[src/rtl/prbs_burst_ctrl.sv]
// Burst PRBS generator: one command loads seed/taps/length, then N-bit Fibonacci LFSR bits stream out under valid/ready.
// Optional bits_sent_o status counter is enabled by defining PRBS_BURST_CTRL_STATUS_EN.
//
// state  | meaning
// -------+-----------------------------------------------------------
// IDLE   | waiting for a command; cmd_ready_o high
// RUN    | emitting shift_reg[N-1] on each data handshake
// DONE   | one-cycle completion pulse on done_o, then back to IDLE
module prbs_burst_ctrl #(
  parameter int N     = 8,
  parameter int LEN_W = 16
) (
  input  logic             clk_i,
  input  logic             reset_i,
  input  logic             cmd_valid_i,
  output logic             cmd_ready_o,
  input  logic [N-1:0]     cmd_seed_i,
  input  logic [N-1:0]     cmd_taps_i,
  input  logic [LEN_W-1:0] cmd_len_i,
  input  logic             abort_i,
  output logic             data_o,
  output logic             data_valid_o,
  input  logic             data_ready_i,
  output logic             busy_o,
  output logic             done_o,
  output logic             err_o
`ifdef PRBS_BURST_CTRL_STATUS_EN
  ,
  output logic [LEN_W-1:0] bits_sent_o
`endif
);

  typedef enum logic [1:0] {S_IDLE, S_RUN, S_DONE} state_t;

  state_t           state_q, state_d;
  logic [N-1:0]     shift_reg;
  logic [N-1:0]     taps;
  logic [LEN_W-1:0] remaining;
  logic             err_q;
  logic             cmd_hs;
  logic             data_hs;
  logic             seed_ok;
  logic             len_ok;

  assign cmd_hs  = cmd_valid_i & cmd_ready_o;
  assign data_hs = data_valid_o & data_ready_i;
  assign seed_ok = (cmd_seed_i != '0);
  assign len_ok  = (cmd_len_i != '0);

  always_ff @(posedge clk_i) begin
    if (reset_i) state_q <= S_IDLE;
    else         state_q <= state_d;
  end

  always_comb begin
    state_d = state_q;
    case (state_q)
      S_IDLE: begin
        if (cmd_hs && seed_ok) state_d = len_ok ? S_RUN : S_DONE;
      end
      S_RUN: begin
        // abort wins even over the final transfer: no done pulse after an abort
        if (abort_i)                                   state_d = S_IDLE;
        else if (data_hs && remaining == LEN_W'(1))    state_d = S_DONE;
      end
      S_DONE:  state_d = S_IDLE;
      default: state_d = S_IDLE;
    endcase
  end

  always_comb begin
    cmd_ready_o  = (state_q == S_IDLE);
    busy_o       = (state_q != S_IDLE);
    data_valid_o = (state_q == S_RUN);
    data_o       = (state_q == S_RUN) ? shift_reg[N-1] : 1'b0;
    done_o       = (state_q == S_DONE);
    err_o        = err_q;
  end

  always_ff @(posedge clk_i) begin
    if (reset_i) begin
      shift_reg <= '0;
      taps      <= '0;
      remaining <= '0;
      err_q     <= 1'b0;
    end else begin
      err_q <= cmd_hs & ~seed_ok;
      if (cmd_hs && seed_ok && len_ok) begin
        shift_reg <= cmd_seed_i;
        taps      <= cmd_taps_i;
        remaining <= cmd_len_i;
      end else if (data_hs) begin
        shift_reg <= {shift_reg[N-2:0], ^(shift_reg & taps)};
        remaining <= remaining - LEN_W'(1);
      end
    end
  end

`ifdef PRBS_BURST_CTRL_STATUS_EN
  always_ff @(posedge clk_i) begin
    if (reset_i)      bits_sent_o <= '0;
    else if (cmd_hs)  bits_sent_o <= '0;
    else if (data_hs) bits_sent_o <= bits_sent_o + LEN_W'(1);
  end
`endif

endmodule

[config.mk]
export PLATFORM = sky130hd
export DESIGN_NAME = prbs_burst_ctrl
export DESIGN_NICKNAME = d
export VERILOG_FILES = /design/src/rtl/prbs_burst_ctrl.sv
export SDC_FILE = /design/constraint.sdc
export NUM_CORES = 1
export LEC_CHECK = 0
export ABC_AREA = 1
export CAP_MARGIN = 20
export CORE_AREA = 2 2 80 82
export CTS_CLUSTER_SIZE = 14
export DETAILED_ROUTE_END_ITERATION = 12
export DIE_AREA = 0 0 82 84
export GPL_TIMING_DRIVEN = 0
export PLACE_DENSITY = 0.66
export SLEW_MARGIN = 10
export SYNTH_ARGS = -nofsm -noshare
export SYNTH_HDL_FRONTEND = slang
export SYNTH_SLANG_ARGS = --single-unit
[constraint.sdc]
create_clock -name clk_i -period 3.3 [get_ports clk_i]
set_input_delay 0.495 -clock clk_i [delete_from_list [all_inputs] [get_ports clk_i]]
set_output_delay 0.495 -clock clk_i [all_outputs]
set_load 0.02 [all_outputs]
==> run_results.csv, run 1 <==
group,metric,value,unit
logic_synthesis,synthSimpleGateAreaFrac,47.6,%
die,initial_core_util,38.1,%
timing,finalCriticalPeriod,2.15,ns
grt,antenna_found_initial,0,
cells_and_area,largest_register_ffs,16,
grt,grt.met2_usage,31.0,%
cts,numClockSinks,35,
setup_path,crit_fanout,4,
cells_and_area,drive_gt1_share,8.35,%
logic_synthesis,synthXorXnorAreaFrac,1.89,%
timing,worst_slack,1.15,ns
setup_path,r2r_setup_slack,1.79,ns
drt,firstDrtPassIters,4,
flow_run,cap_viol_max_count,0,
timing,clock_skew,0.00815,ns
grt,grt_pass1_wl,10300,um
die,die_w,82,um
grt,use_met3,3.57,%
grt,grt_max_degree,12,
cts,cts_buffer_depth,2,
cts,cts_tree,"done",
logic_synthesis,seq_area_frac_synth,30.2,%
place,gp_congestion,0.932,
cells_and_area,layout_common_cells,"nand2_1, nor2_1, inv_1",
setup_path,cp-start-kind,"flip-flop",
logic_synthesis,syn_avg_cell_area,6.07,um^2
power_and_ir_drop,p_comb_share,26.3,%
timing,slew_violations,0,
timing,setup_viol,0,
timing,relSlewSlack,68.6,%
logic_synthesis,synthMuxAreaShare,0,%
cells_and_area,area_delta_synth_final,27.6,%
drt,routed_via_density,4.74,
logic_synthesis,synth_compound_area_share,7.39,%
drt,vias,2408,
drt,ant_nets,0,
logic_synthesis,synth_top_area_share,30.2,%
setup_path,worstPathArrival,1.66,ns
cts,post_cts_resized,0,
power_and_ir_drop,p_seq_share,37.6,%
die,rows,29,
logic_synthesis,synth_cell_type_count,29,
logic_synthesis,syn_inst,382,
cts,root_buffer,"clkbuf_8",
die,die_area,6890,um^2
drt,drt_iter0_markers,129,
grt,top_usage_layer,"met2",
power_and_ir_drop,power_density,438,nW/um^2
timing,rsz0062_at_grt,"no",
place,pre_cts_slack,1.04,ns
cells_and_area,fin_nets,469,
grt,overflow,0,
logic_synthesis,ys_warn_count,0,
place,port_buffers,41,
power_and_ir_drop,power.internal,904,uW
timing,hold-worst-slack,0.489,ns
cts,postCtsSetupBuffers,0,
place,hpwl,4630,um
drt,detail_route.wl_per_cell,12.0,um
setup_path,critPathRequiredTime,2.80,ns
drt,routed_wl,6110,um
cts,cts_hold_buf,0,
timing,max_freq,465,MHz
setup_path,endpoint_kind,"primary output",
timing,setup_tns,0,ns
die,die_h,84,um
cts,path_clk_slew,0.08,ns
power_and_ir_drop,clock_power_share,36.1,%
power_and_ir_drop,power.switching,392,uW
timing,final_hold_viol_count,0,
cts,clock_latency,0.30,ns
logic_synthesis,synth_top_family_by_area,"simple AND/OR/NAND/NOR gates",
die,io_pins,43,
setup_path,worstSetupPathType,"reg2out",
logic_synthesis,syn_nets,421,
cts,h-tree-depth,2,
logic_synthesis,yosys-top-cells-area,"dfxtp_1, nand2_1, nor2_1",
power_and_ir_drop,p_leak,0.00144,uW
power_and_ir_drop,ir_drop,0.238,mV
cts,cts_inserted_buffers,5,
grt,track_usage,19.3,%
grt,grt_pass1_vias,2285,
cells_and_area,diodes,0,
worst_hold_path,min_path_type,"reg2reg",
timing,fin_crit_sh,65.2,%
die,core_area,6100,um^2
logic_synthesis,ys_seq_elements,35,
timing,worst_pin_slew,0.471,ns
power_and_ir_drop,switching_share,30.2,%
logic_synthesis,synth-adder-area-share,1.08,%
status,status,"finished clean",
logic_synthesis,synth.cell_area,2320,um^2
drt,drc,0,
grt,use_met1,25.0,%
cells_and_area,final_common_cell,"nand2_1",
logic_synthesis,yosysTopAreaCell,"dfxtp_1",
[synthesized netlist by cell type, drive strengths merged]
cell type  count
xor2           4
nor3           1
o211ai         1
o211a          1
clkbuf         2
nand3b         1
nor4           1
nor2          73
nand4          1
nand2        121
dfxtp         35
or2            1
inv           49
o21ai         15
ha             2
nand3         50
a31oi          7
xnor2          1
a21oi          6
buf           10
[worst max-delay path, cell delays in order (launching register included)]
cell             delay [ns]
dfxtp_1                0.41
nand2_1                0.20
nor2_1                 0.14
clkdlybuf4s50_1        0.61
[power groups by stage]
stage | clock network, uW | registers, uW | logic, uW
floorplan | 0 | 488 | 236
global placement | 0 | 495 | 337
detailed placement | 0 | 496 | 341
CTS | 479 | 487 | 343
global route | 494 | 491 | 384
finish | 468 | 487 | 341
[worst paths after layout]
check | start | to | cells past startpoint
worst max-delay path | state_q[0]$_SDFFE_PP0P_ | data_o | 3
worst min-delay path | taps[4]$_SDFFE_PP0P_ | taps[4]$_SDFFE_PP0P_ | 2
worst max register to register | state_q[1]$_SDFFE_PP0P_ | shift_reg[2]$_SDFFE_PP0P_ | 7
worst min register to register | taps[4]$_SDFFE_PP0P_ | taps[4]$_SDFFE_PP0P_ | 2
[metrics by stage]
stage	util, %	total power, uW	cell area (um^2)	cells
floorplan	-	724	2320	382
global placement	46.4	832	2830	500
detailed placement	46.4	837	2830	500
CTS	48.5	1310	2960	508
global route	48.5	1370	2960	508
finish	48.5	1300	2960	508
[per-layer routing]
metal | part of all wire, % | wire length [um]
met4 | 1.8 | 113
met3 | 6.8 | 417
met2 | 44 | 2710
met5 | 0 | 0
met1 | 47 | 2870
[layout make-up]
cell class	count	area (um^2)
flip-flops and latches	35	701
clock buffers	6	72.6
inverters	49	184
fillers	643	3140
repair buffers	41	410
plain buffers	12	91.3
well taps	77	96.3
multi-input cells	286	1340
clock inverters	2	60.1
[kinds of logic after synthesis]
group,Yosys count
DFF,35
AOI/OAI and AO/OA,30
buffers and inverters,61
xor gates and xnor gates,5
adders and majority gates,2
and+or+nand+nor,249
No activity file was read; power rests on OpenSTA's default activity.
==> run 2, diff against run 1 <==
Clock period 3.3 ns to 2.23 ns, I/O delays scaled along.
==> results of run 2 <==
The final DEF is identical to that of run 1. Status: finished clean.
Main changes from that run: setup slack after placement 1.04 ns -> 0.129 ns; setup slack after layout 1.15 ns -> 0.238 ns; hold slack 0.489 ns -> 0.457 ns; register-to-register setup slack 1.79 ns -> 0.72 ns; end point of the worst hold path taps[4]$_SDFFE_PP0P_ -> shift_reg[5]$_SDFFE_PP0P_; total power 1300 uW -> 1920 uW; worst IR drop on VDD 0.238 mV -> 0.353 mV
==> variant 1 (settings of run 2) <==
Put a register stage on the output `err_o`, with the module's reset. The value now appears one clock later. The other outputs are not delayed to match.
--- a/src/rtl/prbs_burst_ctrl.sv
+++ b/src/rtl/prbs_burst_ctrl.sv
@@ -31,6 +31,8 @@
 );
 
   typedef enum logic [1:0] {S_IDLE, S_RUN, S_DONE} state_t;
+
+  logic err_d;
 
   state_t           state_q, state_d;
   logic [N-1:0]     shift_reg;
@@ -74,7 +76,7 @@
     data_valid_o = (state_q == S_RUN);
     data_o       = (state_q == S_RUN) ? shift_reg[N-1] : 1'b0;
     done_o       = (state_q == S_DONE);
-    err_o        = err_q;
+    err_d        = err_q;
   end
 
   always_ff @(posedge clk_i) begin
@@ -104,5 +106,13 @@
   end
 `endif
 
+  always_ff @(posedge clk_i) begin
+    if (reset_i) begin
+      err_o <= '0;
+    end else begin
+      err_o <= err_d;
+    end
+  end
+
 endmodule
 
Check against the original RTL: not equivalent (a bounded check fails within 4 cycles, from zero or initial values and one cycle with reset_i high).
==> variant 1 against run 2 <==
- setup slack got worse by 0.012 ns
- clock skew decreased by 0.0049 ns
- clock power decreased by 16%
- cell area decreased by 2.0%
- total power shrank 5.6%
- wire length up 1.1%
- sequential cell count up 1
- synthesized area down 1.9%
- highest routed layer unchanged
==> variant 1: results (changes against run 2) <==
Outcome
  – Status: completed (unchanged)

Synth
  – Post-synthesis adder-cell area fraction: 0.0110 (was 0.0108)
  – Post-synth top cells: nand2_1 (114), nor2_1 (64), inv_1 (51) (was nand2_1 (118), nor2_1 (66), inv_1 (47))
  – Synth Area in XOR/XNOR: 0.0154 (was 0.0189)
  – Post-synth cell types: 30 (was 29)
  – Mux contribution to synthesized area: 0 (unchanged)
  – Synth Area in Compound Gates: 0.0781 (was 0.0739)
  – Post-synthesis sequential area ratio: 0.317 (was 0.302)
  – FFs w/ async S/R, synth: 0 (unchanged)
  – Synth top area cells: dfxtp_1 (32%), nand2_1 (19%), nand3_1 (11%) (was dfxtp_1 (30%), nand2_1 (19%), nor2_1 (11%))
  – Net Count, Synth: 423 (was 421)

Timing
  – Setup Skew: 0.00323 ns (was 0.00815 ns)
  – Worst-Margin Slew: 0.516 ns (was 0.471 ns)
  – Fin. Hold Viols: 0 (unchanged)

Place
  – Dpl ws: 0.0935 ns (was 0.129 ns)
  – GPL Wtd Cong: 0.896 (was 0.932)
  – Detail Placement HPWL: 4560 um (was 4630 um)
  – Port bufs: 42 (was 41)

Detailed routing
  – WL met1: 3000 um (was 2870 um)
  – Final wirelength: 6180 um (was 6110 um)
  – DR vias: 2435 (was 2408)
  – Met2 WL: 2730 um (was 2710 um)
  – Met3 wire len: 359 um (was 417 um)
  – Iter 0 DRT Violations: 141 (was 129)

Min path
  – Hold crit path type: register to register (was primary input to register)
  – Cell depth of the worst hold path: 2 (unchanged)

Power and ir drop
  – Sw frac: 0.320 (was 0.302)
  – Combinational share of power: 0.273 (was 0.263)
  – Worst vdd ir: 0.229 mV (was 0.353 mV)
  – Seq pwr share: 0.407 (was 0.376)
  – P_comb: 0.495 mW (was 0.505 mW)
  – P_leak: 1.40 nW (was 1.44 nW)

Critical path
  – CP peak stage delay: 0.61 ns (about the same)
  – CP Max Fanout: 5 (was 4)
  – Highest-delay cell along the critical path: clkdlybuf4s50_1 (unchanged)
  – R2R depth: 7 (unchanged)

Cells and area
  – Nets: 472 (was 469)
  – Share of layout cells above drive strength 1: 0.0599 (was 0.0835)
  – N_diodes: 0 (unchanged)

CTS
  – Clk pin slew, worst setup/hold paths: 0.08 ns (about the same)
  – Root buffer cell: clkbuf_8 (unchanged)
  – Postcts setup bufs: 0 (unchanged)
  – Htree depth: 2 (unchanged)

Global routing
  – Vias in the first global route: 2271 (was 2285)
  – Global-route wire length before repair: 10400 um (was 10300 um)
  – GRT Total Usage: 0.194 (was 0.193)
  – Initial antenna violation count: 0 (unchanged)
[variant 1: cell types whose count changed after synthesis, sizes merged, moves of 2 or more]
cell          run 2  this run
nand4             1         3
nor3              1         3
inv              49        53
nor2             73        70
buf              10         8
nand2           121       117
o21ai            15        18
[variant 1: cell type report]
type / instances / area [sq um]
multi-input combinational: 284 / 1280
buffer: 11 / 68.8
clock buffer: 6 / 72.6
sequential: 36 / 721
clock inverter: 2 / 35.0
inverter: 53 / 201
fill: 662 / 3200
timing repair buffer: 42 / 420
tap: 77 / 96.3
[variant 1: stage by stage]
step                      utilization  instance area, sq um  std cells  hold WS [ns]
after floorplan                     -                  2280        384         0.388
after global placement          0.458                  2790        503         0.399
after detailed placement        0.458                  2790        503         0.411
after CTS                       0.476                  2900        511         0.423
after global routing            0.476                  2900        511         0.438
final                           0.476                  2900        511         0.418
[variant 1: kinds of logic (layout without fill, tap and decap cells)]
| logic type | count (synthesis) | after routing |
|---|---|---|
| buf+inv | 64 | 114 |
| compound gates | 33 | 33 |
| fa+ha+maj | 2 | 2 |
| simple gates | 245 | 245 |
| flops | 36 | 36 |
| xor+xnor | 4 | 4 |
[variant 1: final timing paths]
| path | start | to | slack (ns) |
|---|---|---|---|
| worst min-delay path | err_d | err_o | 0.42 |
| worst max register to register | state_q[0] | shift_reg[6] | 0.59 |
| worst max-delay path | state_q[0] | data_o | 0.23 |
| worst min register to register | err_d | err_o | 0.42 |
[variant 1: routing by layer]
| layer | vias to the layer above | track usage |
|---|---|---|
| met2 | 62 | 0.310 |
| li1 | 1302 | - |
| met3 | 7 | 0.0325 |
| met4 | 0 | 0.0545 |
| met5 | - | 0 |
| met1 | 1064 | 0.267 |
==> variant 2 (flow settings as in run 2) <==
Made on the original files. Change the parameter `N` from 8 to 12.
--- a/src/rtl/prbs_burst_ctrl.sv
+++ b/src/rtl/prbs_burst_ctrl.sv
@@ -7,7 +7,7 @@
 // RUN    | emitting shift_reg[N-1] on each data handshake
 // DONE   | one-cycle completion pulse on done_o, then back to IDLE
 module prbs_burst_ctrl #(
-  parameter int N     = 8,
+  parameter int N     = 12,
   parameter int LEN_W = 16
 ) (
   input  logic             clk_i,
Ports: changed (resized cmd_seed_i and cmd_taps_i); port bits go from 43 to 51. The function was not compared with the original's and may differ.
==> variant 2 against run 2 <==
- critical path depth is 8 higher
- setup slack improved by 0.13 ns
- synthesized area grew 10%
- global-route usage grew 2.4 points
- cell count increased by 5.9%
- wire length increased by 16%
- cell area rose by 10%
- total power is 2.7% higher
- sequential cell count grew 8
- die area is the same
- critical path type is now primary input to register
- critical endpoint is now shift_reg[1]
- highest routed layer unchanged
==> variant 2: results (changes against run 2) <==
Critical path
  – Crit path arrival time: 2.04 ns (was 1.66 ns)
  – R2R depth: 8 (was 7)
  – Reg-to-reg critical path startpoint: remaining[0] (was state_q[1])
  – CP Max Fanout: 10 (was 4)

Cells and area
  – Layout Utilization: 0.536 (was 0.485)
  – Share of layout cells above drive strength 1: 0.0781 (was 0.0835)
  – Nets: 507 (was 469)

Detailed routing
  – DR pass1 iterations: 5 (was 4)
  – Met2 WL: 3220 um (was 2710 um)
  – Iter 0 DRT Violations: 180 (was 129)
  – DR vias: 2798 (was 2408)

Synth
  – Synth top area cells: dfxtp_1 (34%), nand2_1 (18%), nand3_1 (9.6%) (was dfxtp_1 (30%), nand2_1 (19%), nor2_1 (11%))

Timing
  – Rel. slew slack: 0.639 (was 0.686)
  – Fin crit period: 1.86 ns (was 1.99 ns)
  – Setup Skew: 0.00709 ns (was 0.00815 ns)

Place
  – Detail Placement HPWL: 5320 um (was 4630 um)
  – GPL Wtd Cong: 0.898 (was 0.932)
  – Dpl cell area: 3150 sq um (was 2830 sq um)

Global routing
  – Global-route wire length before repair: 11500 um (was 10300 um)
  – GRT Total Usage: 0.216 (was 0.193)
  – Largest net degree at the start of global routing: 14 (was 12)
  – M1 GR Usage: 0.302 (was 0.250)

Min path
  – Min-delay src: taps[10] (was reset_i)

Power and ir drop
  – P_leak: 1.46 nW (was 1.44 nW)
  – Sw Pwr: 0.583 mW (was 0.580 mW)
  – Pwr Density: 603 nW/um^2 (was 648 nW/um^2)

Outcome
  – Status: completed (unchanged)
## variant 2: changes by cell type in the layout (fill, tap and decap cells not counted), sizes merged, moves of 4 or more
cell / run 2 / this run
clkbuf: 8 / 12
nand2: 121 / 127
dfxtp: 35 / 43
o22ai: 0 / 4
a21oi: 6 / 28
o21ai: 15 / 8
inv: 49 / 43
a31oi: 7 / 11
nor2: 73 / 48
clkdlybuf4s50: 41 / 49
## variant 2: worst min-delay path: stages (launching register included)
cell,delay (ns)
dfxtp_1,0.32
nand2_1,0.06
a21oi_1,0.05
## variant 2: logic make-up (layout without fill, tap and decap cells)
| family | count (synthesis) | after routing | synth area share |
|---|---|---|---|
| and+or+nand+nor | 238 | 238 | 0.407 |
| AOI/OAI and AO/OA | 56 | 56 | 0.126 |
| buffers and inverters | 60 | 117 | 0.104 |
| xor gates and xnor gates | 5 | 5 | 0.0171 |
| DFF | 43 | 43 | 0.336 |
| adders and majority gates | 2 | 2 | 0.00976 |
## variant 2: worst max-delay path by stage
stage | start | end | depth (start not counted)
detailed placement | cmd_len_i[3] | shift_reg[1] | 11
global placement | cmd_len_i[3] | shift_reg[1] | 11
CTS | state_q[1] | data_o | 4
global route | state_q[1] | data_o | 4
finish | cmd_len_i[11] | shift_reg[1] | 11
floorplan | state_q[0] | shift_reg[1] | 9
## variant 2: final cells by class
| class | instances | share of cell area |
|---|---|---|
| Inverter | 44 | 0.0509 |
| Clock inverter | 2 | 0.0107 |
| Clock buffer | 6 | 0.0253 |
| Timing Repair Buffer | 49 | 0.150 |
| Tap cell | 77 | 0.0295 |
| Buffer | 16 | 0.0303 |
| Sequential cell | 43 | 0.264 |
| Multi-Input combinational cell | 301 | 0.440 |
